File: config.mk
export PLATFORM = sky130hd
export DESIGN_NAME = scan_decoder_flat
export DESIGN_NICKNAME = d
export VERILOG_FILES = /design/src/rtl/scan_decoder_if.sv /design/src/rtl/scan_decoder.sv /design/src/flat_wrapper.sv
export SDC_FILE = /design/constraint.sdc
export NUM_CORES = 1
export LEC_CHECK = 0
export ABC_AREA = 1
export CAP_MARGIN = 15
export CORE_MARGIN = 10
export CORE_UTILIZATION = 40
export DETAILED_ROUTE_END_ITERATION = 8
export HOLD_SLACK_MARGIN = 0.08
export PLACE_DENSITY = 0.74
export RECOVER_POWER = 50
export SLEW_MARGIN = 20
export SYNTH_ARGS = -nofsm -noshare
export SYNTH_HDL_FRONTEND = slang
export SYNTH_SLANG_ARGS = --single-unit
File: constraint.sdc
create_clock -name clk -period 3.2 [get_ports clk]
set_clock_uncertainty 0.15 [all_clocks]
set_input_delay 0.8 -clock clk [delete_from_list [all_inputs] [get_ports clk]]
set_output_delay 0.8 -clock clk [all_outputs]
set_load 0.02 [all_outputs]
File: src/rtl/scan_decoder_if.sv
// Bus bundle for scan_decoder: the control inputs and the registered decode outputs.
interface scan_decoder_if #(
  parameter int unsigned N = 3
);
  localparam int unsigned LINES = 1 << N;

  logic             en;
  logic             mode;
  logic             load;
  logic [N-1:0]     addr;
  logic [LINES-1:0] y;
  logic [N-1:0]     cur;
  logic             wrap;

  modport master (
    output en, mode, load, addr,
    input  y, cur, wrap
  );

  modport slave (
    input  en, mode, load, addr,
    output y, cur, wrap
  );
endinterface

File: src/rtl/scan_decoder.sv
// Registered N-to-2^N one-hot decoder with enable and programmable-rate auto-scan.
module scan_decoder #(
  parameter int unsigned N          = 3,
  parameter int unsigned SCAN_DIV   = 4,
  parameter bit          ACTIVE_LOW = 1'b0
) (
  input  logic           clk,
  input  logic           rst_n,
  scan_decoder_if.slave  bus
);
  localparam int unsigned LINES = 1 << N;
  localparam int unsigned DIV_W = (SCAN_DIV > 1) ? $clog2(SCAN_DIV) : 1;
  localparam logic [LINES-1:0] Y_IDLE = ACTIVE_LOW ? {LINES{1'b1}} : {LINES{1'b0}};
  localparam logic [DIV_W-1:0] DIV_LAST = DIV_W'(SCAN_DIV - 1);
  localparam logic [N-1:0]     CUR_LAST = N'(LINES - 1);

  logic [N-1:0]     cur_q,  cur_d;
  logic [DIV_W-1:0] div_q,  div_d;
  logic             mode_q, mode_d;
  logic             wrap_q, wrap_d;
  logic [LINES-1:0] y_q,    y_d;

  // Next-state: hold when disabled, else direct decode or scan step by priority.
  always_comb begin
    cur_d  = cur_q;
    div_d  = div_q;
    mode_d = mode_q;
    wrap_d = 1'b0;
    y_d    = Y_IDLE;
    if (bus.en) begin
      mode_d = bus.mode;
      if (!bus.mode) begin
        cur_d = bus.addr;
        div_d = '0;
      end else if (bus.mode != mode_q) begin
        // First scan cycle restarts the divider; position kept unless loaded.
        div_d = '0;
        if (bus.load) cur_d = bus.addr;
      end else if (bus.load) begin
        cur_d = bus.addr;
        div_d = '0;
      end else if (div_q == DIV_LAST) begin
        div_d  = '0;
        cur_d  = cur_q + N'(1);
        wrap_d = (cur_q == CUR_LAST);
      end else begin
        div_d = div_q + DIV_W'(1);
      end
      y_d = LINES'(1) << cur_d;
      if (ACTIVE_LOW) y_d = ~y_d;
    end
  end

  // State and output registers; async clear to idle.
  always_ff @(posedge clk or negedge rst_n) begin
    if (!rst_n) begin
      cur_q  <= '0;
      div_q  <= '0;
      mode_q <= 1'b0;
      wrap_q <= 1'b0;
      y_q    <= Y_IDLE;
    end else begin
      cur_q  <= cur_d;
      div_q  <= div_d;
      mode_q <= mode_d;
      wrap_q <= wrap_d;
      y_q    <= y_d;
    end
  end

  assign bus.y    = y_q;
  assign bus.cur  = cur_q;
  assign bus.wrap = wrap_q;
endmodule

File: src/flat_wrapper.sv
// flat-port wrapper written by rule: the top's interface ports become plain ports
module scan_decoder_flat 
#(
  parameter int unsigned N          = 3,
  parameter int unsigned SCAN_DIV   = 4,
  parameter bit          ACTIVE_LOW = 1'b0
)
  (clk, rst_n, bus_en, bus_mode, bus_load, bus_addr, bus_y, bus_cur, bus_wrap);
  scan_decoder_if #(.N(N)) bus_i ();
  input  logic clk;
  input  logic rst_n;
  input wire logic [$bits(bus_i.en)-1:0] bus_en;
  input wire logic [$bits(bus_i.mode)-1:0] bus_mode;
  input wire logic [$bits(bus_i.load)-1:0] bus_load;
  input wire logic [$bits(bus_i.addr)-1:0] bus_addr;
  output wire logic [$bits(bus_i.y)-1:0] bus_y;
  output wire logic [$bits(bus_i.cur)-1:0] bus_cur;
  output wire logic [$bits(bus_i.wrap)-1:0] bus_wrap;
  assign bus_i.en = bus_en;
  assign bus_i.mode = bus_mode;
  assign bus_i.load = bus_load;
  assign bus_i.addr = bus_addr;
  assign bus_y = bus_i.y;
  assign bus_cur = bus_i.cur;
  assign bus_wrap = bus_i.wrap;
  scan_decoder #(.N(N), .SCAN_DIV(SCAN_DIV), .ACTIVE_LOW(ACTIVE_LOW)) u_core (.clk(clk), .rst_n(rst_n), .bus(bus_i));
endmodule
* After elaboration in Yosys (flattened, before gate mapping)
Index checks and enable logic that the tools add are counted.
** Storage, ports and cells
- Memories kept :: 0
- RAM bits :: 0
- Register bits :: 15
- Memory bits (read-only) :: 0
- Latch bits :: 0
- Input bits :: 8
- Output and inout port bits :: 12
- Word-level logic and storage cells :: 27
** Cells by class
- Add/sub/neg operators :: 2
- Reduce and logical (&&, ||, !) cells :: 0
- Div/mod/pow operators :: 0
- Shift-type cells :: 1
- Magnitude comparators :: 0
- Muxes and demuxes :: 16
- Bitwise gates (word level) :: 0
- Equality and inequality tests :: 3
- $mul :: 0
** Operators by type and width (count)
- 3-bit two-way mux :: 6
- 2-bit two-way mux :: 4
- 8-bit two-way mux :: 1
- 1-bit by 3-bit left shift with 8-bit output, first input constant :: 1
- 1-bit two-way mux :: 5
- 3-bit by 1-bit adder with 3-bit output, second input constant :: 1
- 3-bit equality test, second input constant :: 1
- 2-bit by 1-bit adder with 2-bit output, second input constant :: 1
- 2-bit equality test, second input constant :: 1
- 1-bit inequality test :: 1

* Depth between registers and ports, before layout
- Word-level depth :: 8
- Mapped depth :: 10
- Gate-level depth less buffers :: 10

* Worst setup path before layout
No wires, ideal clock.
- Path kind :: input to register
- From :: in bus_mode
- To :: reg u_core.y_q[0], in the netlist u_core.bus.y[0]
- Setup time :: 0.071 ns
- Buffers on the path :: 0
- Slack :: 1.542 ns
- Required time :: 2.979 ns
- Arrival :: 1.437 ns
- Cell stages on the path :: 9
- Cell sequence :: inv_2 nand2_4 nand2_4 nand2_2 nand2_2 nand3_2 nand2_2 nand2_2 nor2_1
** Between the ends
- Cells in the longest elaborated chain, start to end :: 6
** RTL lines
- from (decl) :: RTL line flat_wrapper.sv:13 : input wire logic [$bits(bus_i.mode)-1:0] bus_mode;
- 1-bit inequality test :: RTL line scan_decoder.sv:35 : end else if (bus.mode != mode_q) begin
- 3-bit two-way mux :: RTL line scan_decoder.sv:35
- 3-bit two-way mux * :: RTL line scan_decoder.sv:32 : if (!bus.mode) begin
- 3-bit two-way mux * :: RTL line scan_decoder.sv:30 : if (bus.en) begin
- 1-bit by 3-bit left shift with 8-bit output * :: RTL line scan_decoder.sv:49 : y_d = LINES'(1) << cur_d;
- 8-bit two-way mux * :: RTL line scan_decoder.sv:30
- named net u_core.y_d[0] :: RTL line scan_decoder.sv:21 : logic [LINES-1:0] y_q, y_d;
- to (signal assigned) :: RTL line scan_decoder.sv:67 : y_q <= y_d;
- to (decl) :: RTL line scan_decoder.sv:21
Mark *: on every way through the listed nets, which the timed path passes. The rest lies on a longest branch. The select of a mux whose other input is x is not followed.
A chain may end at the register's enable or synchronous reset.

* Worst setup path after layout
- From :: in bus_mode
- To :: reg u_core.y_q[6], in the netlist u_core.bus.y[6]
The elaborated chain is that of the path after synthesis.

==> impl_metrics.yaml <==
synth:
  synth_area_sq_um: 790
  synth_cells: 95
  syn_avg_cell_area_sq_um: 8.31
  ys_ff_latch: 15
  syn_nets: 107
  ys_seq_area_frac: 0.475
  ys_types: 16
  yosys_warnings: 0
drt:
  drcViolationCount: 0
  via_per_inst: 4.66
  vias: 676
  firstDrtPassIters: 4
  drt.antenna.violating_nets: 0
  wire_per_inst_um: 11.4
  drt_iter0_drc: 8
  drt_wl_total_mm: 1.65
setup_path:
  cp_top_family: "simple AND/OR/NAND/NOR gates"
  cpMostUsedCell: "nor2_1"
  worstPathArrival_ns: 2.44
  cp_max_fo: 8
  cp_slowest_stage_delay_ns: 0.59
  worstSetupStartpointType: "input pin"
  worst-endpoint-required_ns: 3.26
  setup.worst_path.class: "input pin to flip-flop"
  critical_path.endpoint_type: "flip-flop"
  crit_buf_inv: 2
  crit_slowest_cell: "dlygate4sd3_1"
  cp_cell_sequence: "dlygate4sd3_1, inv_1, nor2_1, or2_0, nand3_2, nor2_1"
hold_path:
  hold_path_class: "flip-flop to flip-flop"
placed_design:
  dp_cells: 141
  place_congestion: 0.809
  io_buffers: 19
  placed_area_sq_um: 1010
  hpwl_mm: 1.41
finish:
  syn2layout_area_growth_pct: 30.1
  fin_util: 0.535
  diodes: 0
  drive_above_1_share: 0.110
  finalNonFillerCells: 145
  fin_nets: 131
  fillers: 194
  fin_area_sq_um: 1030
grt:
  grt_pass1_wl_mm: 2.70
  overflow: 0
  grt_pass1_vias: 636
  grt_max_degree: 16
  antenna_found_initial: 0
  track_usage: 0.0827
timing:
  fin_crit_sh: 0.744
  drv_slew: 0
  fmax_ghz: 0.420
  hold_viol: 0
  rsz0062_at_grt: "false"
  setup-violations-final: 0
  period_needed_ns: 2.38
  tightest_slew_ns: 0.623
  hold_slack_ns: 0.388
  max_slew_margin: 0.583
  tns_ns: 0
run_status:
  status: "finished, final reports clean"
cts:
  cts_setup_buffers: 0
  cts_buffers: 3
  cts_root_buf: "clkbuf_4"
  clk_pin_slew_ns: 0.08
  cts.path.max_buffers: 2
  cts_resized: 0
  cts_tree: "done"
  cts_max_level: 1
  worstSkewPairLatency_ns: 0.28
  cts.sinks: 15
  cts_hold_buf: 0
floorplanning:
  die_w_um: 64.4
  dieArea_sq_um: 4150
  pin_count: 20
  start_util: 0.411
  fp.coreArea_sq_um: 1920
  fp.dieH_um: 64.4
  std_cell_rows: 16
pwr:
  p_leak_nw: 0.507
  peakVddDrop_uv: 193
  p_per_area_nw_per_um2: 397
flow_run:
  maxCapViolCount: 0
[final timing paths]
check / startpoint / to / slack (ns) / cells after the start
setup / recovery: bus_mode / u_core.bus.y[6] / 0.82 / 6
hold / removal: u_core.div_q[1] / u_core.div_q[1] / 0.39 / 2
setup reg to reg: u_core.bus.cur[0] / u_core.bus.y[0] / 1.54 / 7
hold reg to reg: u_core.div_q[1] / u_core.div_q[1] / 0.39 / 2
max in group asynchronous: rst_n / u_core.bus.y[6] / 1.68 / 1
min in group asynchronous: rst_n / u_core.bus.y[4] / 0.82 / 1
[cell type report]
class                   instances  area, sq um  share of cell area
inverters                       9         33.8              0.0329
multi-input cells              71          368               0.358
repair buffers                 19          190               0.185
flip-flops and latches         15          375               0.365
clock buffers                   4         26.3              0.0256
well taps                      27         33.8              0.0329
[synth_stat cells]
cell      n  area share
nand3_1  10       0.063
ha_1      4       0.063
nand4_1   1      0.0079
or2_4     1       0.011
dfrtp_1  15        0.48
nand2_1  29        0.14
nand3_2   2       0.025
nand2_2   5       0.040
nor2_4    1       0.014
inv_1     8       0.038
nor2_1    9       0.043
o21ai_1   1      0.0063
inv_2     1      0.0047
o21ai_0   4       0.025
or2_2     2       0.016
nand2_4   2       0.029
[logic make-up after synthesis]
logic type,synth area share
AND/OR/NAND/NOR,0.387
flip-flops,0.475
buffers and inverters,0.0428
AO/OA/AOI/OAI,0.0317
adder cells (fa/ha/maj),0.0634
[power breakdown]
| group | internal (W) | switching [W] | leakage, nW |
|---|---|---|---|
| Clock | 0.0000484 | 0.0000558 | 0.0150 |
| Sequential | 0.000200 | 0.0000102 | 0.200 |
| Combinational | 0.0000400 | 0.0000541 | 0.291 |
| Total | 0.000288 | 0.000120 | 0.507 |
[registers in the layout (all words and copies together), names as in the netlist]
name	cells
u_core.bus.y	8
u_core.bus.wrap	1
u_core.bus.cur	3
u_core.div_q	2
u_core.mode_q	1
[through the flow]
stage               worst slack [ns]  power [W]
finish                         0.818   0.000408
CTS                            0.802   0.000417
global placement               0.941   0.000310
floorplan                       1.54   0.000269
global route                   0.687   0.000433
detailed placement             0.903   0.000312
[layout by cell type (no fill, tap or decap)]
cell	instances
ha_1	4
o21ai_1	1
nand4_1	1
dlygate4sd3_1	3
nand2_2	4
clkbuf_4	3
nand2_4	2
o21ai_0	4
nor2_1	10
nand3_2	2
dfrtp_1	15
clkdlybuf4s50_1	16
nand2_1	30
inv_1	9
or2_2	2
clkbuf_1	1
or2_0	1
nand3_1	10
[layer usage]
| layer | GRT usage | vias to the layer above | routed length [um] |
|---|---|---|---|
| li1 | - | 347 | - |
| met1 | 0.0887 | 302 | 733 |
| met2 | 0.126 | 23 | 734 |
| met3 | 0.0258 | 4 | 118 |
| met4 | 0.0802 | 0 | 63 |
| met5 | 0 | - | 0 |
[tightest hold or removal path: cells and delay by family, from the launching register on]
family | cells | cell delay [ns]
flops | 1 | 0.38
simple gates | 1 | 0.06
compound gates | 1 | 0.06
Note: power is estimated with default switching activity, not from simulation.
